**config.mk**
```make
export PLATFORM = sky130hd
export DESIGN_NAME = alu_reservation_station_flat
export DESIGN_NICKNAME = d
export VERILOG_FILES = /design/src/rtl/alu_reservation_station_pkg.sv /design/src/rtl/alu_reservation_station_if.sv /design/src/rtl/alu_reservation_station_rs_select.sv /design/src/rtl/alu_reservation_station.sv /design/src/flat_wrapper.sv
export SDC_FILE = /design/constraint.sdc
export NUM_CORES = 1
export LEC_CHECK = 0
export CAP_MARGIN = 30
export CORE_ASPECT_RATIO = 1.2
export CORE_MARGIN = 1.5
export CORE_UTILIZATION = 40
export DETAILED_ROUTE_END_ITERATION = 16
export MAX_ROUTING_LAYER = met4
export REMOVE_ABC_BUFFERS = 1
export SKIP_LAST_GASP = 1
export SLEW_MARGIN = 0
export SYNTH_ARGS = -nofsm -noshare
export SYNTH_HDL_FRONTEND = slang
export SYNTH_SLANG_ARGS = --single-unit
```
**constraint.sdc**
```tcl
create_clock -name clk -period 4.7 [get_ports clk]
set_input_delay 0.47 -clock clk [delete_from_list [all_inputs] [get_ports clk]]
set_output_delay 0.47 -clock clk [all_outputs]
set_load 0.05 [all_outputs]
```
**src/rtl/alu_reservation_station_pkg.sv**
```systemverilog
// Shared widths, entry layout and the CDB capture helper for the ALU
// reservation station.
package alu_reservation_station_pkg;

    localparam int RS_DEPTH   = 4;
    localparam int TAG_BITS   = 3;
    localparam int DATA_WIDTH = 32;
    localparam int OP_BITS    = 4;
    localparam int CNT_BITS   = $clog2(RS_DEPTH + 1);
    localparam int IDX_BITS   = $clog2(RS_DEPTH);

    typedef struct packed {
        logic                  rdy;
        logic [DATA_WIDTH-1:0] val;
        logic [TAG_BITS-1:0]   tag;
    } rs_src_t;

    typedef struct packed {
        logic [OP_BITS-1:0]  op;
        logic [TAG_BITS-1:0] rob_tag;
        rs_src_t             src1;
        rs_src_t             src2;
    } rs_entry_t;

    // A waiting source grabs the broadcast value when its producer tag goes by.
    function automatic rs_src_t cdb_capture(rs_src_t s, logic cdb_v,
                                            logic [TAG_BITS-1:0] cdb_t,
                                            logic [DATA_WIDTH-1:0] cdb_d);
        rs_src_t r;
        r = s;
        if (!s.rdy && cdb_v && (cdb_t == s.tag)) begin
            r.rdy = 1'b1;
            r.val = cdb_d;
        end
        return r;
    endfunction

endpackage

```
**src/rtl/alu_reservation_station_if.sv**
```systemverilog
// Dispatch, CDB and issue signals of the ALU reservation station.
// master = dispatch/CDB/ALU side, slave = reservation station.
interface alu_reservation_station_if;
    import alu_reservation_station_pkg::*;

    // Handshakes: a transfer happens on a posedge where valid & ready are both
    // high; ready never depends combinationally on the matching valid.
    logic                  flush;
    logic                  disp_valid;
    logic                  disp_ready;
    logic [OP_BITS-1:0]    disp_op;
    logic [TAG_BITS-1:0]   disp_rob_tag;
    logic                  disp_src1_rdy;
    logic                  disp_src2_rdy;
    logic [DATA_WIDTH-1:0] disp_src1_val;
    logic [DATA_WIDTH-1:0] disp_src2_val;
    logic [TAG_BITS-1:0]   disp_src1_tag;
    logic [TAG_BITS-1:0]   disp_src2_tag;
    logic                  cdb_valid;
    logic [TAG_BITS-1:0]   cdb_tag;
    logic [DATA_WIDTH-1:0] cdb_data;
    logic                  iss_valid;
    logic                  iss_ready;
    logic [OP_BITS-1:0]    iss_op;
    logic [DATA_WIDTH-1:0] iss_a;
    logic [DATA_WIDTH-1:0] iss_b;
    logic [TAG_BITS-1:0]   iss_rob_tag;
    logic [CNT_BITS-1:0]   occupancy;

    modport master (
        output flush, disp_valid, disp_op, disp_rob_tag,
               disp_src1_rdy, disp_src2_rdy, disp_src1_val, disp_src2_val,
               disp_src1_tag, disp_src2_tag,
               cdb_valid, cdb_tag, cdb_data, iss_ready,
        input  disp_ready, iss_valid, iss_op, iss_a, iss_b, iss_rob_tag, occupancy
    );

    modport slave (
        input  flush, disp_valid, disp_op, disp_rob_tag,
               disp_src1_rdy, disp_src2_rdy, disp_src1_val, disp_src2_val,
               disp_src1_tag, disp_src2_tag,
               cdb_valid, cdb_tag, cdb_data, iss_ready,
        output disp_ready, iss_valid, iss_op, iss_a, iss_b, iss_rob_tag, occupancy
    );

endinterface

```
**src/rtl/alu_reservation_station_rs_select.sv**
```systemverilog
// Find-first: lowest index whose request bit is set.
module rs_select
    import alu_reservation_station_pkg::*;
#(
    parameter int N  = RS_DEPTH,
    parameter int IW = $clog2(N)
) (
    input  logic [N-1:0]  req,
    output logic          found,
    output logic [IW-1:0] idx
);

    always_comb begin
        found = 1'b0;
        idx   = '0;
        for (int i = N - 1; i >= 0; i--) begin
            if (req[i]) begin
                found = 1'b1;
                idx   = IW'(i);
            end
        end
    end

endmodule

```
**src/rtl/alu_reservation_station.sv**
```systemverilog
// Collapsing-queue ALU reservation station: entry 0 is oldest, the oldest
// entry with both operands ready is offered to the ALU each cycle.
module alu_reservation_station
    import alu_reservation_station_pkg::*;
(
    input  logic                      clk,
    input  logic                      rst,
    alu_reservation_station_if.slave  rs
);

    rs_entry_t           q     [RS_DEPTH];
    rs_entry_t           sh    [RS_DEPTH];
    rs_entry_t           q_nxt [RS_DEPTH];
    logic [CNT_BITS-1:0] occ;
    logic [CNT_BITS-1:0] occ_nxt;
    logic [CNT_BITS-1:0] wr_idx;
    logic [RS_DEPTH-1:0] rdy_vec;
    logic                sel_found;
    logic [IDX_BITS-1:0] sel_idx;
    logic                fire_disp;
    logic                fire_iss;
    rs_entry_t           new_ent;

    always_comb begin
        for (int i = 0; i < RS_DEPTH; i++) begin
            rdy_vec[i] = (CNT_BITS'(i) < occ) && q[i].src1.rdy && q[i].src2.rdy;
        end
    end

    rs_select #(.N(RS_DEPTH), .IW(IDX_BITS)) u_select (
        .req   (rdy_vec),
        .found (sel_found),
        .idx   (sel_idx)
    );

    assign rs.disp_ready = (occ < CNT_BITS'(RS_DEPTH));
    assign rs.occupancy  = occ;
    assign fire_disp     = rs.disp_valid & rs.disp_ready;
    assign fire_iss      = sel_found & rs.iss_ready;
    // After a removal the live entries end one slot lower, so that is also
    // where a same-cycle dispatch lands.
    assign wr_idx        = fire_iss ? occ - CNT_BITS'(1) : occ;

    always_comb begin
        rs.iss_valid   = sel_found;
        rs.iss_op      = '0;
        rs.iss_a       = '0;
        rs.iss_b       = '0;
        rs.iss_rob_tag = '0;
        if (sel_found) begin
            rs.iss_op      = q[sel_idx].op;
            rs.iss_a       = q[sel_idx].src1.val;
            rs.iss_b       = q[sel_idx].src2.val;
            rs.iss_rob_tag = q[sel_idx].rob_tag;
        end
    end

    always_comb begin
        new_ent.op      = rs.disp_op;
        new_ent.rob_tag = rs.disp_rob_tag;
        new_ent.src1    = cdb_capture('{rdy: rs.disp_src1_rdy, val: rs.disp_src1_val,
                                        tag: rs.disp_src1_tag},
                                      rs.cdb_valid, rs.cdb_tag, rs.cdb_data);
        new_ent.src2    = cdb_capture('{rdy: rs.disp_src2_rdy, val: rs.disp_src2_val,
                                        tag: rs.disp_src2_tag},
                                      rs.cdb_valid, rs.cdb_tag, rs.cdb_data);
    end

    always_comb begin
        for (int i = 0; i < RS_DEPTH - 1; i++) begin
            sh[i] = (fire_iss && (IDX_BITS'(i) >= sel_idx)) ? q[i+1] : q[i];
        end
        sh[RS_DEPTH-1] = fire_iss ? '0 : q[RS_DEPTH-1];
        for (int i = 0; i < RS_DEPTH; i++) begin
            q_nxt[i] = sh[i];
            if (CNT_BITS'(i) < wr_idx) begin
                q_nxt[i].src1 = cdb_capture(sh[i].src1, rs.cdb_valid, rs.cdb_tag, rs.cdb_data);
                q_nxt[i].src2 = cdb_capture(sh[i].src2, rs.cdb_valid, rs.cdb_tag, rs.cdb_data);
            end
            if (fire_disp && (CNT_BITS'(i) == wr_idx)) begin
                q_nxt[i] = new_ent;
            end
        end
    end

    always_comb begin
        case ({fire_disp, fire_iss})
            2'b10:   occ_nxt = occ + CNT_BITS'(1);
            2'b01:   occ_nxt = occ - CNT_BITS'(1);
            default: occ_nxt = occ;
        endcase
    end

    always_ff @(posedge clk) begin
        if (rst || rs.flush) begin
            for (int i = 0; i < RS_DEPTH; i++) q[i] <= '0;
            occ <= '0;
        end else begin
            for (int i = 0; i < RS_DEPTH; i++) q[i] <= q_nxt[i];
            occ <= occ_nxt;
        end
    end

endmodule

```
**src/flat_wrapper.sv**
```systemverilog
// flat-port wrapper written by rule: the top's interface ports become plain ports
module alu_reservation_station_flat import alu_reservation_station_pkg::*;
  (clk, rst, rs_flush, rs_disp_valid, rs_disp_op, rs_disp_rob_tag, rs_disp_src1_rdy, rs_disp_src2_rdy, rs_disp_src1_val, rs_disp_src2_val, rs_disp_src1_tag, rs_disp_src2_tag, rs_cdb_valid, rs_cdb_tag, rs_cdb_data, rs_iss_ready, rs_disp_ready, rs_iss_valid, rs_iss_op, rs_iss_a, rs_iss_b, rs_iss_rob_tag, rs_occupancy);
  alu_reservation_station_if rs_i ();
  input  logic clk;
  input  logic rst;
  input wire logic [$bits(rs_i.flush)-1:0] rs_flush;
  input wire logic [$bits(rs_i.disp_valid)-1:0] rs_disp_valid;
  input wire logic [$bits(rs_i.disp_op)-1:0] rs_disp_op;
  input wire logic [$bits(rs_i.disp_rob_tag)-1:0] rs_disp_rob_tag;
  input wire logic [$bits(rs_i.disp_src1_rdy)-1:0] rs_disp_src1_rdy;
  input wire logic [$bits(rs_i.disp_src2_rdy)-1:0] rs_disp_src2_rdy;
  input wire logic [$bits(rs_i.disp_src1_val)-1:0] rs_disp_src1_val;
  input wire logic [$bits(rs_i.disp_src2_val)-1:0] rs_disp_src2_val;
  input wire logic [$bits(rs_i.disp_src1_tag)-1:0] rs_disp_src1_tag;
  input wire logic [$bits(rs_i.disp_src2_tag)-1:0] rs_disp_src2_tag;
  input wire logic [$bits(rs_i.cdb_valid)-1:0] rs_cdb_valid;
  input wire logic [$bits(rs_i.cdb_tag)-1:0] rs_cdb_tag;
  input wire logic [$bits(rs_i.cdb_data)-1:0] rs_cdb_data;
  input wire logic [$bits(rs_i.iss_ready)-1:0] rs_iss_ready;
  output wire logic [$bits(rs_i.disp_ready)-1:0] rs_disp_ready;
  output wire logic [$bits(rs_i.iss_valid)-1:0] rs_iss_valid;
  output wire logic [$bits(rs_i.iss_op)-1:0] rs_iss_op;
  output wire logic [$bits(rs_i.iss_a)-1:0] rs_iss_a;
  output wire logic [$bits(rs_i.iss_b)-1:0] rs_iss_b;
  output wire logic [$bits(rs_i.iss_rob_tag)-1:0] rs_iss_rob_tag;
  output wire logic [$bits(rs_i.occupancy)-1:0] rs_occupancy;
  assign rs_i.flush = rs_flush;
  assign rs_i.disp_valid = rs_disp_valid;
  assign rs_i.disp_op = rs_disp_op;
  assign rs_i.disp_rob_tag = rs_disp_rob_tag;
  assign rs_i.disp_src1_rdy = rs_disp_src1_rdy;
  assign rs_i.disp_src2_rdy = rs_disp_src2_rdy;
  assign rs_i.disp_src1_val = rs_disp_src1_val;
  assign rs_i.disp_src2_val = rs_disp_src2_val;
  assign rs_i.disp_src1_tag = rs_disp_src1_tag;
  assign rs_i.disp_src2_tag = rs_disp_src2_tag;
  assign rs_i.cdb_valid = rs_cdb_valid;
  assign rs_i.cdb_tag = rs_cdb_tag;
  assign rs_i.cdb_data = rs_cdb_data;
  assign rs_i.iss_ready = rs_iss_ready;
  assign rs_disp_ready = rs_i.disp_ready;
  assign rs_iss_valid = rs_i.iss_valid;
  assign rs_iss_op = rs_i.iss_op;
  assign rs_iss_a = rs_i.iss_a;
  assign rs_iss_b = rs_i.iss_b;
  assign rs_iss_rob_tag = rs_i.iss_rob_tag;
  assign rs_occupancy = rs_i.occupancy;
  alu_reservation_station u_core (.clk(clk), .rst(rst), .rs(rs_i));
endmodule
```
==> flow_summary.ini, run 1 <==
[final_layout]
register_area_mm2 = 0.006386
synthToLayoutAreaGrowth_pct = 19.51
nets = 2727
final_area_mm2 = 0.02320
fin_cells = 3257
finish.utilization_pct = 48.33
drive_gt1_share_pct = 8.762
layout_common_cells = 669 x nand2_1, 319 x dfxtp_1, 195 x clkdlybuf4s50_1
final_common_cell = nand2_1
multiInputGateArea_mm2 = 0.01194
nFillCells = 4727

[setup_path]
r2r_cells = 13
cp.required_ns = 4.23
cp.arrival_ns = 3.94
cp-start-kind = flip-flop
reg2reg_from = u_core.rs.occupancy[0]
crit_fanout = 48
r2r_end = u_core.q[3][4]
crit_path_start = u_core.rs.occupancy[1]
reg2reg_slack_ns = 0.59
crit_type = reg -> out
cp_cell_sequence = inv_1 > ha_1 > nand2b_1 > a32o_2 > a21oi_2 > inv_2 > buf_4 > and2_1 > clkdlybuf4s50_1
path_buf_inv = 4
max_stage_delay_ns = 0.85
end_kind = primary output
critPathSlowestCell = clkdlybuf4s50_1
cpLargestDelayFamily = buffers and inverters

[synthesis]
muxShareOfSynthArea_pct = 9.841
synth.distinct_cells = 62
synthXorXnorAreaFrac_pct = 1.038
synth-edff-count = 0
synth-compound-area-share_pct = 23.96
synth.avg_cell_area_um2 = 7.563
synth_top_flop_cell = dfxtp_1
ys_ff_latch = 319
synthCells = 2567
synthSimpleGateAreaFrac_pct = 25.54
synth.cell_area_mm2 = 0.01941
synth_top_family_by_area = simple AND/OR/NAND/NOR gates
post_synth_fa_ha_maj_area_fraction_pct = 0.2578
ys_seq_area_share_pct = 32.90
async_reset_ff_share_pct = 0
yosysWarnings = 0

[sta]
setup_ws_ns = 0.2872
clock.fmax_ghz = 0.2266
min_period_over_period_pct = 93.89
skew_ns = 0.006548
finalSetupViolCount = 0
hold_violations = 0
slew_headroom_pct = 26.21
rsz0062_at_grt = no
post-route-min-period_ns = 4.413
worst_pin_slew_ns = 1.107
slew_viol_final = 0

[clock_tree]
clk_latency_ns = 0.54
cts_tree = done
cts.clk_slew.worst_paths_ns = 0.06
cts_buffers = 37
clock-root-buffer = clkbuf_16
htree_levels = 2
clock_path_buffers = 3
cts_hold_buf = 0
clkSinkCount = 319

[floorplan]
rows = 88
die_area_mm2 = 0.04987
fp.coreArea_mm2 = 0.04801
die_y_um = 244.3
io_pins = 196
die-width_um = 204.1
start_util_pct = 40.44

[power]
p_total_uw = 6440
power_density_mw_per_mm2 = 277.6
leakage_uw = 0.007932
irDropWorstVdd_v = 0.0001995

[min_path]
worstHoldPathType = reg -> reg
whs_endpoint = u_core.q[3][18]
whs_path_depth = 1
min_from = u_core.q[3][18]

[outcome]
outcome = finished, final reports clean

[routing]
drtIter0Drc = 2171
drt-wirelength-per-cell_um = 24.19
drc = 0
drt-total-wl_um = 78790
drtPass1Iterations = 6
vias = 20929
ant_nets = 0
via_per_inst = 6.426

[global_route]
grt_pass1_vias = 20063
track_usage_pct = 31.66
grt_first_pass_wirelength_um = 119700
antenna_found_initial = 3
grt_start_max_net_pins = 190
overflow = 0

[place]
dpl_worst_slack_ns = 0.5845
dp_cells = 3190
hpwl_um = 47320
placed_area_mm2 = 0.02194
io_buffers = 195
gp_congestion = 0.8870

[run]
cap_violations = 0
==> timing repair <==
item	4_1_cts	5_1_grt
setup buffers	0	4
gates resized for setup	0	0
endpoints found under the setup margin	0	62
==> sequential cells by signal, indices dropped and copies added (netlist names) <==
name / cells
u_core.q: 316
u_core.rs.occupancy: 3
==> final cells by class <==
class	instances	share of cell area [%]
inverter	44	0.7119
tap	630	3.398
clock inverter	5	0.3398
sequential	319	27.53
multi-input combinational	1937	51.46
antenna	2	0.02157
timing repair buffer	264	11.67
clock buffer	56	4.870
==> Yosys cell counts (all sizes together) (2+ instances only) <==
cell type | instances | area, um^2
o32a | 2 | 20.02
nor4 | 3 | 18.77
nand3b | 2 | 15.01
a21o | 35 | 262.8
clkbuf | 197 | 739.5
o31ai | 2 | 15.01
or3 | 5 | 31.28
xnor2 | 7 | 61.31
or2 | 4 | 25.02
and3 | 32 | 200.2
nor3b | 2 | 15.01
a221oi | 35 | 306.5
xor2 | 16 | 140.1
nor3 | 11 | 60.06
o211ai | 15 | 117.6
nor4b | 2 | 30.03
inv | 44 | 165.2
a211o | 12 | 105.1
dfxtp | 319 | 6386
and2 | 74 | 462.9
a21oi | 172 | 864.6
nand2b | 6 | 37.54
or4 | 10 | 78.82
mux2i | 30 | 300.3
a31oi | 14 | 87.58
o21ai | 120 | 600.6
ha | 4 | 50.05
nand2 | 673 | 2529
nor2b | 2 | 12.51
buf | 70 | 351.6
a311oi | 34 | 297.8
o22ai | 5 | 31.28
mux4 | 71 | 1599
nand3 | 186 | 930.9
nand4 | 11 | 75.07
o221ai | 129 | 1130
a211oi | 22 | 170.2
nor2 | 114 | 427.9
o32ai | 64 | 560.5
==> per-stage QoR <==
stage               TNS [ns]  hold slack [ns]
detailed placement         0           0.4650
finish                     0           0.4822
global placement           0           0.4546
global route               0           0.5000
floorplan           -1473.46           0.4439
CTS                        0           0.4798
==> per-layer routing <==
layer  routed length (um)  track usage [%]  vias up
li1                     -                -     9374
met1                33220            42.16    10226
met2                36280            48.92     1152
met3                 6575            3.585      177
met4                 2710            12.59        0
met5                    0                -        -
==> power by group <==
group / switching (uW) / total, uW / internal (uW)
Clock: 1220 / 2980 / 1760
Sequential: 38.0 / 2790 / 2750
Combinational: 424 / 672 / 248
==> worst max-delay path by stage <==
stage | to | slack [ns] | cells after the start
after floorplan | u_core.q[1][13] | -5.69 | 3
after CTS | rs_iss_a[9] | 0.001 | 8
final | rs_iss_b[9] | 0.29 | 9
after global routing | rs_iss_b[9] | 0.06 | 8
after global placement | u_core.q[2][56] | 0.62 | 9
after detailed placement | rs_iss_a[9] | 0.58 | 8
==> cells by family after synthesis <==
group | count (synthesis)
fa+ha+maj | 4
compound gates | 670
buf+inv | 311
simple gates | 1138
xor+xnor | 23
flops | 319
mux | 102
Power figures use the tool's default switching activity.
==> run 2, diff against run 1 <==
ABC_CLOCK_PERIOD_IN_PS = 4700   (was default)
GPL_ROUTABILITY_DRIVEN = 1   (was default)
==> results of run 2 <==
Final layout, timing and power as in run 1 (identical DEF).
==> run 3, diff against run 2 <==
CORE_UTILIZATION = 56   (was 40)
PLACE_DENSITY = 0.79   (was default)
==> run 3 against run 2 <==
Combinational power shrank 1%. Via count grew 2.2%. Fmax is 0.93% lower. Worst hold slack got worse by 0.0051 ns. Clock power decreased by 6.7%. Wire length is 9.9% lower. Critical path type unchanged. Largest power group is now registers. Clock skew rose by 0.0096 ns. Global-route usage up 8.1 points.
==> flow_summary.ini, run 3 (synthesized netlist as in run 1, its figures left out) <==
[sta]
post-route-min-period_ns = 4.454
hold_violations = 0
clock.fmax_ghz = 0.2245
finalSetupViolCount = 0
slew_headroom_pct = 32.71
fin_hold_ws_ns = 0.4772
rsz0062_at_grt = no
tns_ns = 0
slew_viol_final = 0
min_period_over_period_pct = 94.77
skew_ns = 0.01619
worst_pin_slew_ns = 1.007

[routing]
ant_nets = 0
drt-total-wl_um = 71000
drt-wirelength-per-cell_um = 23.14
drtIter0Drc = 2855
vias = 21382
drc = 0
drtPass1Iterations = 9
via_per_inst = 6.969

[power]
irDropWorstVdd_v = 0.0002446
p_sw_share_pct = 25.61
p_sw_uw = 1596
power_density_mw_per_mm2 = 273.5
p_int_uw = 4636
seqPwrFrac_pct = 44.7
p_clk_share_pct = 44.6
p_total_uw = 6232
leakage_uw = 0.007833
p_comb_share_pct = 10.7

[setup_path]
cp.depth = 10
end_kind = primary output
crit_type = reg -> out
cp.required_ns = 4.23
cp.arrival_ns = 3.98
cpLargestDelayFamily = buffers and inverters
cp-start-kind = flip-flop
crit_fanout = 23
cp_cell_sequence = inv_1 > ha_1 > nand2b_1 > a32o_2 > nand2_1 > nand2_4 > buf_4 > mux4_2 > and2_1 > clkdlybuf4s50_1
r2r_cells = 13
path_buf_inv = 3
critPathSlowestCell = clkdlybuf4s50_1
max_stage_delay_ns = 0.70

[final_layout]
antenna_cells = 0
layout_common_cells = 669 x nand2_1, 319 x dfxtp_1, 195 x clkdlybuf4s50_1
top_register = u_core.q
largest_register_ffs = 316
fin_cells = 3068
nets = 2718
synthToLayoutAreaGrowth_pct = 17.37
final_area_mm2 = 0.02279
final_common_cell = nand2_1
drive_gt1_share_pct = 8.423

[clock_tree]
cts_tree = done
cts.clk_slew.worst_paths_ns = 0.07
cts_buffers = 35
clkSinkCount = 319
clock-root-buffer = clkbuf_16
clock_path_buffers = 3
htree_levels = 2
clk_latency_ns = 0.52

[place]
placed_area_mm2 = 0.02167
dp_cells = 3013
hpwl_um = 40910
io_buffers = 195
gp_congestion = 0.9773

[floorplan]
io_pins = 196
rows = 74
die-width_um = 173.0
die_area_mm2 = 0.03580
fp.coreArea_mm2 = 0.03407
start_util_pct = 56.98
die_y_um = 207.0

[outcome]
outcome = finished, final reports clean

[min_path]
worstHoldPathType = reg -> reg
whs_path_depth = 1

[run]
cap_violations = 0

[global_route]
track_usage_pct = 39.81
grt_start_max_net_pins = 190
grt_pass1_vias = 20370
antenna_found_initial = 0
overflow = 0
grt_first_pass_wirelength_um = 110600
run 3: power by group through the flow:
stage | clock network [uW] | registers (uW) | logic (uW)
finish | 2780 | 2790 | 664
global route | 2880 | 2790 | 706
CTS | 2780 | 2790 | 643
detailed placement | 0 | 2850 | 639
global placement | 0 | 2840 | 626
floorplan | 0 | 2840 | 340
run 3: layout make-up:
type                    count  area (um^2)
multi-input cells        1937        11930
fillers                  2914        11290
flip-flops and latches    319         6386
repair buffers            257         2625
clock buffers              47        991.0
well taps                 456        570.5
inverters                  44        165.2
clock inverters             8        122.6
run 3: worst paths after layout:
kind                          startpoint         endpoint  slack, ns
hold / removal           u_core.q[3][28]  u_core.q[3][28]       0.48
setup reg to reg  u_core.rs.occupancy[0]  u_core.q[2][26]       0.56
setup / recovery  u_core.rs.occupancy[1]      rs_iss_a[3]       0.25
hold reg to reg          u_core.q[3][28]  u_core.q[3][28]       0.48
run 3: stage by stage:
stage          worst slack (ns)  utilization [%]
2_1_floorplan            -5.693                -
3_3_place_gp             0.7903            63.56
6_report                 0.2458            66.87
3_5_place_dp             0.7274            63.59
5_1_grt                 0.08999            66.87
4_1_cts                  0.1893            66.86
run 3: what timing repair did:
| item | in CTS | in global routing |
|---|---|---|
| endpoints found under the setup margin | 0 | 34 |
| setup buffers | 0 | 0 |
| hold buffers | 0 | 0 |
| gates resized for setup | 0 | 1 |
run 3: layer usage:
layer	global-route usage, %	part of all wire (%)	up-vias
met5	-	0	-
met4	23.14	5.7	0
met3	6.996	12	346
met2	62.20	45	1612
met1	48.77	37	10069
li1	-	-	9355
